===== src/rtl/csr_pkg.sv =====
// Shared definitions for the CSR host sequencer.
//   - field widths of one CSR entry and of the spike train
//   - default idle timeout and timer width
//   - FSM state encoding (4 bits)
//   - packed entry type and the spike-beat formatting helper
package csr_pkg;

  localparam int ROW_W   = 2;
  localparam int COL_W   = 2;
  localparam int VAL_W   = 8;
  localparam int SPIKE_W = 4;
  localparam int ENTRY_W = ROW_W + COL_W + VAL_W;

  localparam int TIMEOUT_DEF = 255;
  localparam int TMR_W       = 8;

  localparam logic [3:0] S_IDLE     = 4'd0;
  localparam logic [3:0] S_START    = 4'd1;
  localparam logic [3:0] S_WAIT_RDY = 4'd2;
  localparam logic [3:0] S_BEAT     = 4'd3;
  localparam logic [3:0] S_GAP      = 4'd4;
  localparam logic [3:0] S_LIST_END = 4'd5;
  localparam logic [3:0] S_SETTLE   = 4'd6;
  localparam logic [3:0] S_TRAIN    = 4'd7;
  localparam logic [3:0] S_COLLECT  = 4'd8;
  localparam logic [3:0] S_FINISH   = 4'd9;

  typedef struct packed {
    logic [ROW_W-1:0] row;
    logic [COL_W-1:0] col;
    logic [VAL_W-1:0] val;
  } csr_entry_t;

  // The spike train rides in the low bits of the value bus.
  function automatic logic [VAL_W-1:0] spike_word(input logic [SPIKE_W-1:0] s);
    return {{(VAL_W-SPIKE_W){1'b0}}, s};
  endfunction

endpackage


===== src/rtl/csr_host_sequencer_if.sv =====
// Accelerator CPU load port as seen from the host sequencer.
//   fetch_ready  accelerator -> host  accelerator can take a beat
//   sending_out  accelerator -> host  toggles once per result event
//   output_val   accelerator -> host  result data
//   start        host -> accelerator  one-cycle run start
//   row_val      host -> accelerator  entry row index
//   column_val   host -> accelerator  entry column index
//   value        host -> accelerator  entry value or spike word
//   sending_cpu  host -> accelerator  data beat strobe
//   done_list    host -> accelerator  end-of-list strobe
// master: host sequencer side; slave: accelerator side.
interface csr_host_sequencer_if;
  import csr_pkg::*;

  logic             fetch_ready;
  logic             sending_out;
  logic [VAL_W-1:0] output_val;
  logic             start;
  logic [ROW_W-1:0] row_val;
  logic [COL_W-1:0] column_val;
  logic [VAL_W-1:0] value;
  logic             sending_cpu;
  logic             done_list;

  modport master (
    input  fetch_ready, sending_out, output_val,
    output start, row_val, column_val, value, sending_cpu, done_list
  );

  modport slave (
    output fetch_ready, sending_out, output_val,
    input  start, row_val, column_val, value, sending_cpu, done_list
  );

endinterface


===== src/rtl/csr_entry_buf.sv =====
// Append-only CSR entry register file.
//   clk, rst_n  clock; asynchronous active-high reset (contents are lost)
//   wr_en       append wr_data if not full, else set overflow
//   clr         empty the buffer and clear overflow (wins over wr_en)
//   wr_data     entry to append
//   rd_idx      combinational read index
//   rd_data     entry at rd_idx
//   count       number of stored entries (0..DEPTH)
//   overflow    sticky: a write arrived while full
module csr_entry_buf
  import csr_pkg::*;
#(
  parameter int DEPTH = 16
) (
  input  logic                       clk,
  input  logic                       rst_n,
  input  logic                       wr_en,
  input  logic                       clr,
  input  csr_entry_t                 wr_data,
  input  logic [$clog2(DEPTH)-1:0]   rd_idx,
  output csr_entry_t                 rd_data,
  output logic [$clog2(DEPTH):0]     count,
  output logic                       overflow
);

  localparam int IDX_W = $clog2(DEPTH);
  localparam int CNT_W = IDX_W + 1;

  csr_entry_t mem [DEPTH];
  logic       full;

  assign full    = (count == CNT_W'(DEPTH));
  assign rd_data = mem[rd_idx];

  always_ff @(posedge clk or posedge rst_n) begin
    if (rst_n) begin
      count    <= '0;
      overflow <= 1'b0;
      for (int i = 0; i < DEPTH; i++) mem[i] <= '0;
    end else if (clr) begin
      count    <= '0;
      overflow <= 1'b0;
    end else if (wr_en) begin
      if (full) begin
        overflow <= 1'b1;
      end else begin
        mem[count[IDX_W-1:0]] <= wr_data;
        count                 <= count + 1'b1;
      end
    end
  end

endmodule


===== src/rtl/csr_host_sequencer.sv =====
// Host-side sequencer for the sparse MVM accelerator CPU load port.
// Streams the buffered CSR entries, the end-of-list strobe and the spike
// beat, then collects N_ROWS result words signalled by sending_out toggles.
//   clk, rst_n    clock; asynchronous active-high reset
//   wr_en, wr_row, wr_col, wr_val   append an entry (idle only)
//   spike_in      spike train, captured on go
//   clr           empty buffer, clear overflow (idle only)
//   go            start a run (ignored while busy)
//   acc           accelerator port (master side)
//   busy          run in progress
//   done          one-cycle successful completion pulse
//   err_timeout   sticky wait-state timeout, cleared by the next go
//   overflow      sticky buffer overflow, cleared by clr
//   results       row r in bits [8r+7:8r]
//
// state      | meaning
// IDLE       | accept writes/clr, wait for go
// START      | start pulse to the accelerator
// WAIT_RDY   | wait for fetch_ready (timed)
// BEAT       | one entry on the bus with sending_cpu
// GAP        | one cycle for fetch_ready to drop
// LIST_END   | done_list pulse
// SETTLE     | fixed two-cycle pause
// TRAIN      | spike beat with sending_cpu
// COLLECT    | capture results on sending_out toggles (timed)
// FINISH     | done pulse, back to IDLE
module csr_host_sequencer
  import csr_pkg::*;
#(
  parameter int MAX_NNZ = 16,
  parameter int N_ROWS  = 4,
  parameter int TIMEOUT = TIMEOUT_DEF
) (
  input  logic                  clk,
  input  logic                  rst_n,
  input  logic                  wr_en,
  input  logic [ROW_W-1:0]      wr_row,
  input  logic [COL_W-1:0]      wr_col,
  input  logic [VAL_W-1:0]      wr_val,
  input  logic [SPIKE_W-1:0]    spike_in,
  input  logic                  clr,
  input  logic                  go,
  csr_host_sequencer_if.master  acc,
  output logic                  busy,
  output logic                  done,
  output logic                  err_timeout,
  output logic                  overflow,
  output logic [8*N_ROWS-1:0]   results
);

  localparam int IDX_W  = $clog2(MAX_NNZ);
  localparam int CNT_W  = IDX_W + 1;
  localparam int RIDX_W = (N_ROWS > 1) ? $clog2(N_ROWS) : 1;

  localparam logic [TMR_W-1:0]  TMR_LOAD    = TMR_W'(TIMEOUT);
  localparam logic [TMR_W-1:0]  SETTLE_LOAD = TMR_W'(2);
  localparam logic [RIDX_W-1:0] LAST_ROW    = RIDX_W'(N_ROWS - 1);

  logic [3:0]         state;
  logic [CNT_W-1:0]   idx;
  logic [RIDX_W-1:0]  ridx;
  logic               marker_seen;
  logic               so_hist;
  logic [SPIKE_W-1:0] spike;
  logic [TMR_W-1:0]   tmr;

  logic               idle;
  logic               toggle;
  csr_entry_t         wr_entry;
  csr_entry_t         rd_entry;
  logic [CNT_W-1:0]   count;

  assign idle     = (state == S_IDLE);
  assign toggle   = (acc.sending_out != so_hist);
  assign wr_entry = {wr_row, wr_col, wr_val};

  csr_entry_buf #(.DEPTH(MAX_NNZ)) u_entry_buf (
    .clk      (clk),
    .rst_n    (rst_n),
    .wr_en    (wr_en & idle),
    .clr      (clr & idle),
    .wr_data  (wr_entry),
    .rd_idx   (idx[IDX_W-1:0]),
    .rd_data  (rd_entry),
    .count    (count),
    .overflow (overflow)
  );

  // Outputs are registered: each one is set on the transition into the
  // state that owns it, so it is visible exactly during that state.
  // tmr is a down-counter shared by the timed waits and SETTLE; it is never
  // live in two states at once. Loaded with TIMEOUT, expiring on 1, a wait
  // state therefore lasts at most TIMEOUT cycles.
  always_ff @(posedge clk or posedge rst_n) begin
    if (rst_n) begin
      state           <= S_IDLE;
      idx             <= '0;
      ridx            <= '0;
      marker_seen     <= 1'b0;
      so_hist         <= 1'b0;
      spike           <= '0;
      tmr             <= '0;
      busy            <= 1'b0;
      done            <= 1'b0;
      err_timeout     <= 1'b0;
      results         <= '0;
      acc.start       <= 1'b0;
      acc.row_val     <= '0;
      acc.column_val  <= '0;
      acc.value       <= '0;
      acc.sending_cpu <= 1'b0;
      acc.done_list   <= 1'b0;
    end else begin
      acc.start       <= 1'b0;
      acc.row_val     <= '0;
      acc.column_val  <= '0;
      acc.value       <= '0;
      acc.sending_cpu <= 1'b0;
      acc.done_list   <= 1'b0;
      done            <= 1'b0;

      case (state)
        S_IDLE: begin
          if (go) begin
            state       <= S_START;
            acc.start   <= 1'b1;
            busy        <= 1'b1;
            spike       <= spike_in;
            err_timeout <= 1'b0;
            idx         <= '0;
            ridx        <= '0;
            marker_seen <= 1'b0;
            so_hist     <= acc.sending_out;
          end
        end

        S_START: begin
          state <= S_WAIT_RDY;
          tmr   <= TMR_LOAD;
        end

        S_WAIT_RDY: begin
          if (acc.fetch_ready) begin
            if (idx < count) begin
              state           <= S_BEAT;
              acc.sending_cpu <= 1'b1;
              acc.row_val     <= rd_entry.row;
              acc.column_val  <= rd_entry.col;
              acc.value       <= rd_entry.val;
              idx             <= idx + 1'b1;
            end else begin
              state         <= S_LIST_END;
              acc.done_list <= 1'b1;
            end
          end else if (tmr == TMR_W'(1)) begin
            state       <= S_IDLE;
            err_timeout <= 1'b1;
            busy        <= 1'b0;
          end else begin
            tmr <= tmr - 1'b1;
          end
        end

        S_BEAT: begin
          state <= S_GAP;
        end

        // One cycle is the minimum and the maximum here, so fetch_ready
        // dropping earlier cannot shorten it.
        S_GAP: begin
          state <= S_WAIT_RDY;
          tmr   <= TMR_LOAD;
        end

        S_LIST_END: begin
          state <= S_SETTLE;
          tmr   <= SETTLE_LOAD;
        end

        S_SETTLE: begin
          if (tmr == TMR_W'(1)) begin
            state           <= S_TRAIN;
            acc.sending_cpu <= 1'b1;
            acc.value       <= spike_word(spike);
          end else begin
            tmr <= tmr - 1'b1;
          end
        end

        S_TRAIN: begin
          state <= S_COLLECT;
          tmr   <= TMR_LOAD;
        end

        // A toggle is a level difference against the history bit; the first
        // one after go only frames the result stream and carries no data.
        S_COLLECT: begin
          if (toggle) begin
            so_hist <= acc.sending_out;
            tmr     <= TMR_LOAD;
            if (!marker_seen) begin
              marker_seen <= 1'b1;
            end else begin
              results[VAL_W*int'(ridx) +: VAL_W] <= acc.output_val;
              if (ridx == LAST_ROW) state <= S_FINISH;
              else                  ridx  <= ridx + 1'b1;
            end
          end else if (tmr == TMR_W'(1)) begin
            state       <= S_IDLE;
            err_timeout <= 1'b1;
            busy        <= 1'b0;
          end else begin
            tmr <= tmr - 1'b1;
          end
        end

        S_FINISH: begin
          state <= S_IDLE;
          done  <= 1'b1;
          busy  <= 1'b0;
        end

        default: begin
          state <= S_IDLE;
          busy  <= 1'b0;
        end
      endcase
    end
  end

endmodule


===== src/flat_wrapper.sv =====
// flat-port wrapper written by rule: the top's interface ports become plain ports
module csr_host_sequencer_flat import csr_pkg::*;
#(
  parameter int MAX_NNZ = 16,
  parameter int N_ROWS  = 4,
  parameter int TIMEOUT = TIMEOUT_DEF
)
  (clk, rst_n, wr_en, wr_row, wr_col, wr_val, spike_in, clr, go, busy, done, err_timeout, overflow, results, acc_fetch_ready, acc_sending_out, acc_output_val, acc_start, acc_row_val, acc_column_val, acc_value, acc_sending_cpu, acc_done_list);
  csr_host_sequencer_if acc_i ();
  input  logic clk;
  input  logic rst_n;
  input  logic wr_en;
  input  logic [ROW_W-1:0] wr_row;
  input  logic [COL_W-1:0] wr_col;
  input  logic [VAL_W-1:0] wr_val;
  input  logic [SPIKE_W-1:0] spike_in;
  input  logic clr;
  input  logic go;
  output logic busy;
  output logic done;
  output logic err_timeout;
  output logic overflow;
  output logic [8*N_ROWS-1:0] results;
  input wire logic [$bits(acc_i.fetch_ready)-1:0] acc_fetch_ready;
  input wire logic [$bits(acc_i.sending_out)-1:0] acc_sending_out;
  input wire logic [$bits(acc_i.output_val)-1:0] acc_output_val;
  output wire logic [$bits(acc_i.start)-1:0] acc_start;
  output wire logic [$bits(acc_i.row_val)-1:0] acc_row_val;
  output wire logic [$bits(acc_i.column_val)-1:0] acc_column_val;
  output wire logic [$bits(acc_i.value)-1:0] acc_value;
  output wire logic [$bits(acc_i.sending_cpu)-1:0] acc_sending_cpu;
  output wire logic [$bits(acc_i.done_list)-1:0] acc_done_list;
  assign acc_i.fetch_ready = acc_fetch_ready;
  assign acc_i.sending_out = acc_sending_out;
  assign acc_i.output_val = acc_output_val;
  assign acc_start = acc_i.start;
  assign acc_row_val = acc_i.row_val;
  assign acc_column_val = acc_i.column_val;
  assign acc_value = acc_i.value;
  assign acc_sending_cpu = acc_i.sending_cpu;
  assign acc_done_list = acc_i.done_list;
  csr_host_sequencer #(.MAX_NNZ(MAX_NNZ), .N_ROWS(N_ROWS), .TIMEOUT(TIMEOUT)) u_core (.clk(clk), .rst_n(rst_n), .wr_en(wr_en), .wr_row(wr_row), .wr_col(wr_col), .wr_val(wr_val), .spike_in(spike_in), .clr(clr), .go(go), .acc(acc_i), .busy(busy), .done(done), .err_timeout(err_timeout), .overflow(overflow), .results(results));
endmodule

===== config.mk =====
export PLATFORM = sky130hd
export DESIGN_NAME = csr_host_sequencer_flat
export DESIGN_NICKNAME = d
export VERILOG_FILES = /design/src/rtl/csr_pkg.sv /design/src/rtl/csr_host_sequencer_if.sv /design/src/rtl/csr_entry_buf.sv /design/src/rtl/csr_host_sequencer.sv /design/src/flat_wrapper.sv
export SDC_FILE = /design/constraint.sdc
export NUM_CORES = 1
export LEC_CHECK = 0
export ABC_AREA = 1
export CAP_MARGIN = 20
export CORE_UTILIZATION = 55
export CTS_CLUSTER_DIAMETER = 30
export DETAILED_ROUTE_END_ITERATION = 12
export PLACE_DENSITY_LB_ADDON = 0.3
export SYNTH_ARGS = -nofsm -noshare
export SYNTH_HDL_FRONTEND = slang
export SYNTH_SLANG_ARGS = --single-unit

===== constraint.sdc =====
create_clock -name clk -period 15.1 [get_ports clk]
set_input_delay 3.775 -clock clk [delete_from_list [all_inputs] [get_ports clk]]
set_output_delay 3.775 -clock clk [all_outputs]
set_load 0.005 [all_outputs]

==> metrics.txt <==
first-iteration detailed-routing DRC count=985; Post-synth EDFFs=0; x dimension of the die=154.5 microns; top library cells by usage in the layout, fill and taps aside=nand2_1 (565), dfrtp_1 (272), nand3_1 (172), o21ai_0 (170), clkdlybuf4s50_1 (81); time the final worst path needs with I/O delays and setup=5.663 ns; H-tree levels=2; register bit total from synthesis=273; worst ir drop on vdd=0.1110 mV; total via count after detailed routing=11121; Setup violations, final=0; Cell Pwr Density=187.4 nW/um^2; count of nets after finishing=1678; unrepaired setup endpoints after global routing=no; path category of the worst min-delay check=reg2reg; most frequent cell on the critical path=nand2_4; Max Root-Sink Buffers=3; clk_lat worst skew=0.55 ns; delay-heaviest family, CP=simple AND/OR/NAND/NOR gates; count of max-cap constraint violations=0; number of antenna violations at the first check in global routing=0; mean routed wirelength per cell=16.88 microns; Setup WS pre-CTS=9.008 ns; number of clock sinks=273; routability congestion estimate from global placement=0.9010; top post-synthesis cells by area=dfrtp_1 (53%), nand2_1 (17%), nand3_1 (6.7%); total CTS buffers=52; PortBufs=81; Slowest-stage cell, CP=nand3_1; Resized Gates After CTS=0; final clock skew=0.02098 ns; part of the Yosys area used for sequential elements=0.5339; netlist area before placement=12800 sq um; post-route setup TNS=0 ns; Die Span Y=154.5 microns; synthesized instance count=1577; mean post-synth cell area=8.114 sq um; top cell type's share of synthesized area=0.5339; placed wire-length estimate=19340 microns; antenna fix cells=0; Starting Density=0.5635; Total Routed Length=33010 microns; post-CTS repair timing setup buffer count=0; arrival time at the worst endpoint=6.04 ns; startpoint types=input port; clock root buffer=clkbuf_16; CTS tree=done; via count of the first global-routing pass=10915; maximum clock frequency=176.6 MHz; filler cell count in the final layout=1802; status=completed; Yosys warnings=0; period utilisation layout=0.3750; Row Count=55; most common cell after layout, fill and taps aside=nand2_1; critical path buffer and inverter count=1; ys flop type=dfrtp_1; Unique masters post-synth=31; Worst Path Max Fanout=24; Post-CTS Hold Buffers=0; floorplan core area=22710 sq um; ratio of routed vias to standard cells=5.688; transition time at the pin with the least slew margin=1.085 ns; stage delay of the slowest cell on the critical path=0.78 ns; number of hold violations in the final report=0; type of destination of the critical path=flip-flop; antenna-violating nets left=0; post-synth top area cell=dfrtp_1; leakage=7.152 nW; post-route DRC violation count=0; worst setup path category=in2reg; layout cell share with drive strength beyond 1=0.06826; async set-or-reset flop fraction in the synthesized netlist=1.000; pin count of the biggest net entering global routing=119; total global-route track usage=0.2860; critical path required time=15.47 ns; relative slew slack=0.2764; count of final max-slew check failures=0; wire length of the first global-routing pass=54570 microns; post-layout worst setup margin=9.437 ns; number of placed I/O pins=82; chain of cells forming the critical path=clkdlybuf4s50_1 -> nand2_4 -> nand2_4 -> nor2_8 -> nand3_1 -> nand2_1 -> o21ai_0; total global routing overflow=0; Die Outline Area=23880 sq um; post-synth net total=1625; CTS clock-pin slew for the worst setup and hold paths=0.05 ns; number of iterations in the first detailed-routing pass=6; area added between synthesis and finish=20.05%
-- Yosys cell counts (all sizes together) (3+ instances only) --
cell,instances
nand2,571
dfrtp,273
o21ai,241
nand3,180
inv,74
nor2,67
clkbuf,53
buf,38
a21oi,33
ha,17
nand4,11
xor2,8
xnor2,3
-- routing by layer --
metal	vias up	global-route usage	routed length, microns
li1	5248	-	-
met1	5353	0.3743	14230
met2	435	0.4732	15660
met3	85	0.05380	2146
met4	0	0.1113	961
met5	-	0	0
-- flip-flops by register name, summed over array words and instances, names as in the netlist, 4 cells and up --
| register | count |
|---|---|
| u_core.state | 4 |
| u_core.spike | 4 |
| u_core.u_entry_buf.mem | 192 |
| u_core.results | 32 |
| u_core.tmr | 8 |
| u_core.u_entry_buf.count | 5 |
| u_core.idx | 5 |
| u_core.acc.value | 8 |
-- cells by family (layout without fill, tap and decap cells) --
group | count (synthesis) | count (layout) | synth area share
AND/OR/NAND/NOR | 830 | 830 | 0.2764
flip-flops | 273 | 273 | 0.5339
buffers and inverters | 167 | 260 | 0.05544
adder cells (fa/ha/maj) | 17 | 17 | 0.01662
AO/OA/AOI/OAI | 279 | 279 | 0.1101
XOR/XNOR | 11 | 11 | 0.007530
-- final cells by class --
| class | instances | area (sq um) | area share |
|---|---|---|---|
| well taps | 285 | 356.6 | 0.02321 |
| flip-flops and latches | 273 | 6833 | 0.4448 |
| multi-input cells | 1137 | 5255 | 0.3421 |
| inverters | 76 | 292.8 | 0.01906 |
| clock buffers | 75 | 1510 | 0.09831 |
| repair buffers | 90 | 898.4 | 0.05848 |
| clock inverters | 19 | 216.5 | 0.01409 |
-- path summary, 6_finish.rpt --
check,start,slack [ns],end,cells after the start
setup / recovery,clr,9.44,u_core.u_entry_buf.mem[157],7
hold / removal,u_core.spike[0],0.47,u_core.spike[0],2
setup reg to reg,u_core.u_entry_buf.count[0],12.14,u_core.u_entry_buf.mem[157],10
hold reg to reg,u_core.spike[0],0.47,u_core.spike[0],2
max in group asynchronous,rst_n,9.84,u_core.idx[0],3
min in group asynchronous,rst_n,3.76,u_core.u_entry_buf.mem[116],2
-- metrics by stage --
stage / total power, mW / instances / utilization / instance area [sq um] / hold WS [ns]
after global routing: 3.048 / 1955 / 0.6765 / 15360 / 0.4934
after detailed placement: 1.748 / 1860 / 0.5992 / 13610 / 0.4639
after CTS: 2.883 / 1954 / 0.6753 / 15330 / 0.4744
final: 2.878 / 1955 / 0.6765 / 15360 / 0.4709
after floorplan: 1.555 / 1577 / - / 12800 / 0.4422
after global placement: 1.720 / 1860 / 0.5992 / 13610 / 0.4566
-- tightest hold or removal path, stage by stage, from the launching register on --
cell and delay, ns:
dfrtp_1 0.34, nand2_1 0.05, nand2_1 0.05
-- where the power goes --
group / switching [mW] / total, mW / internal [mW]
Sequential: 0.123 / 1.04 / 0.913
Combinational: 0.470 / 0.721 / 0.252
Clock: 0.366 / 1.12 / 0.755
Total: 0.959 / 2.88 / 1.92
Power figures use the tool's default switching activity.
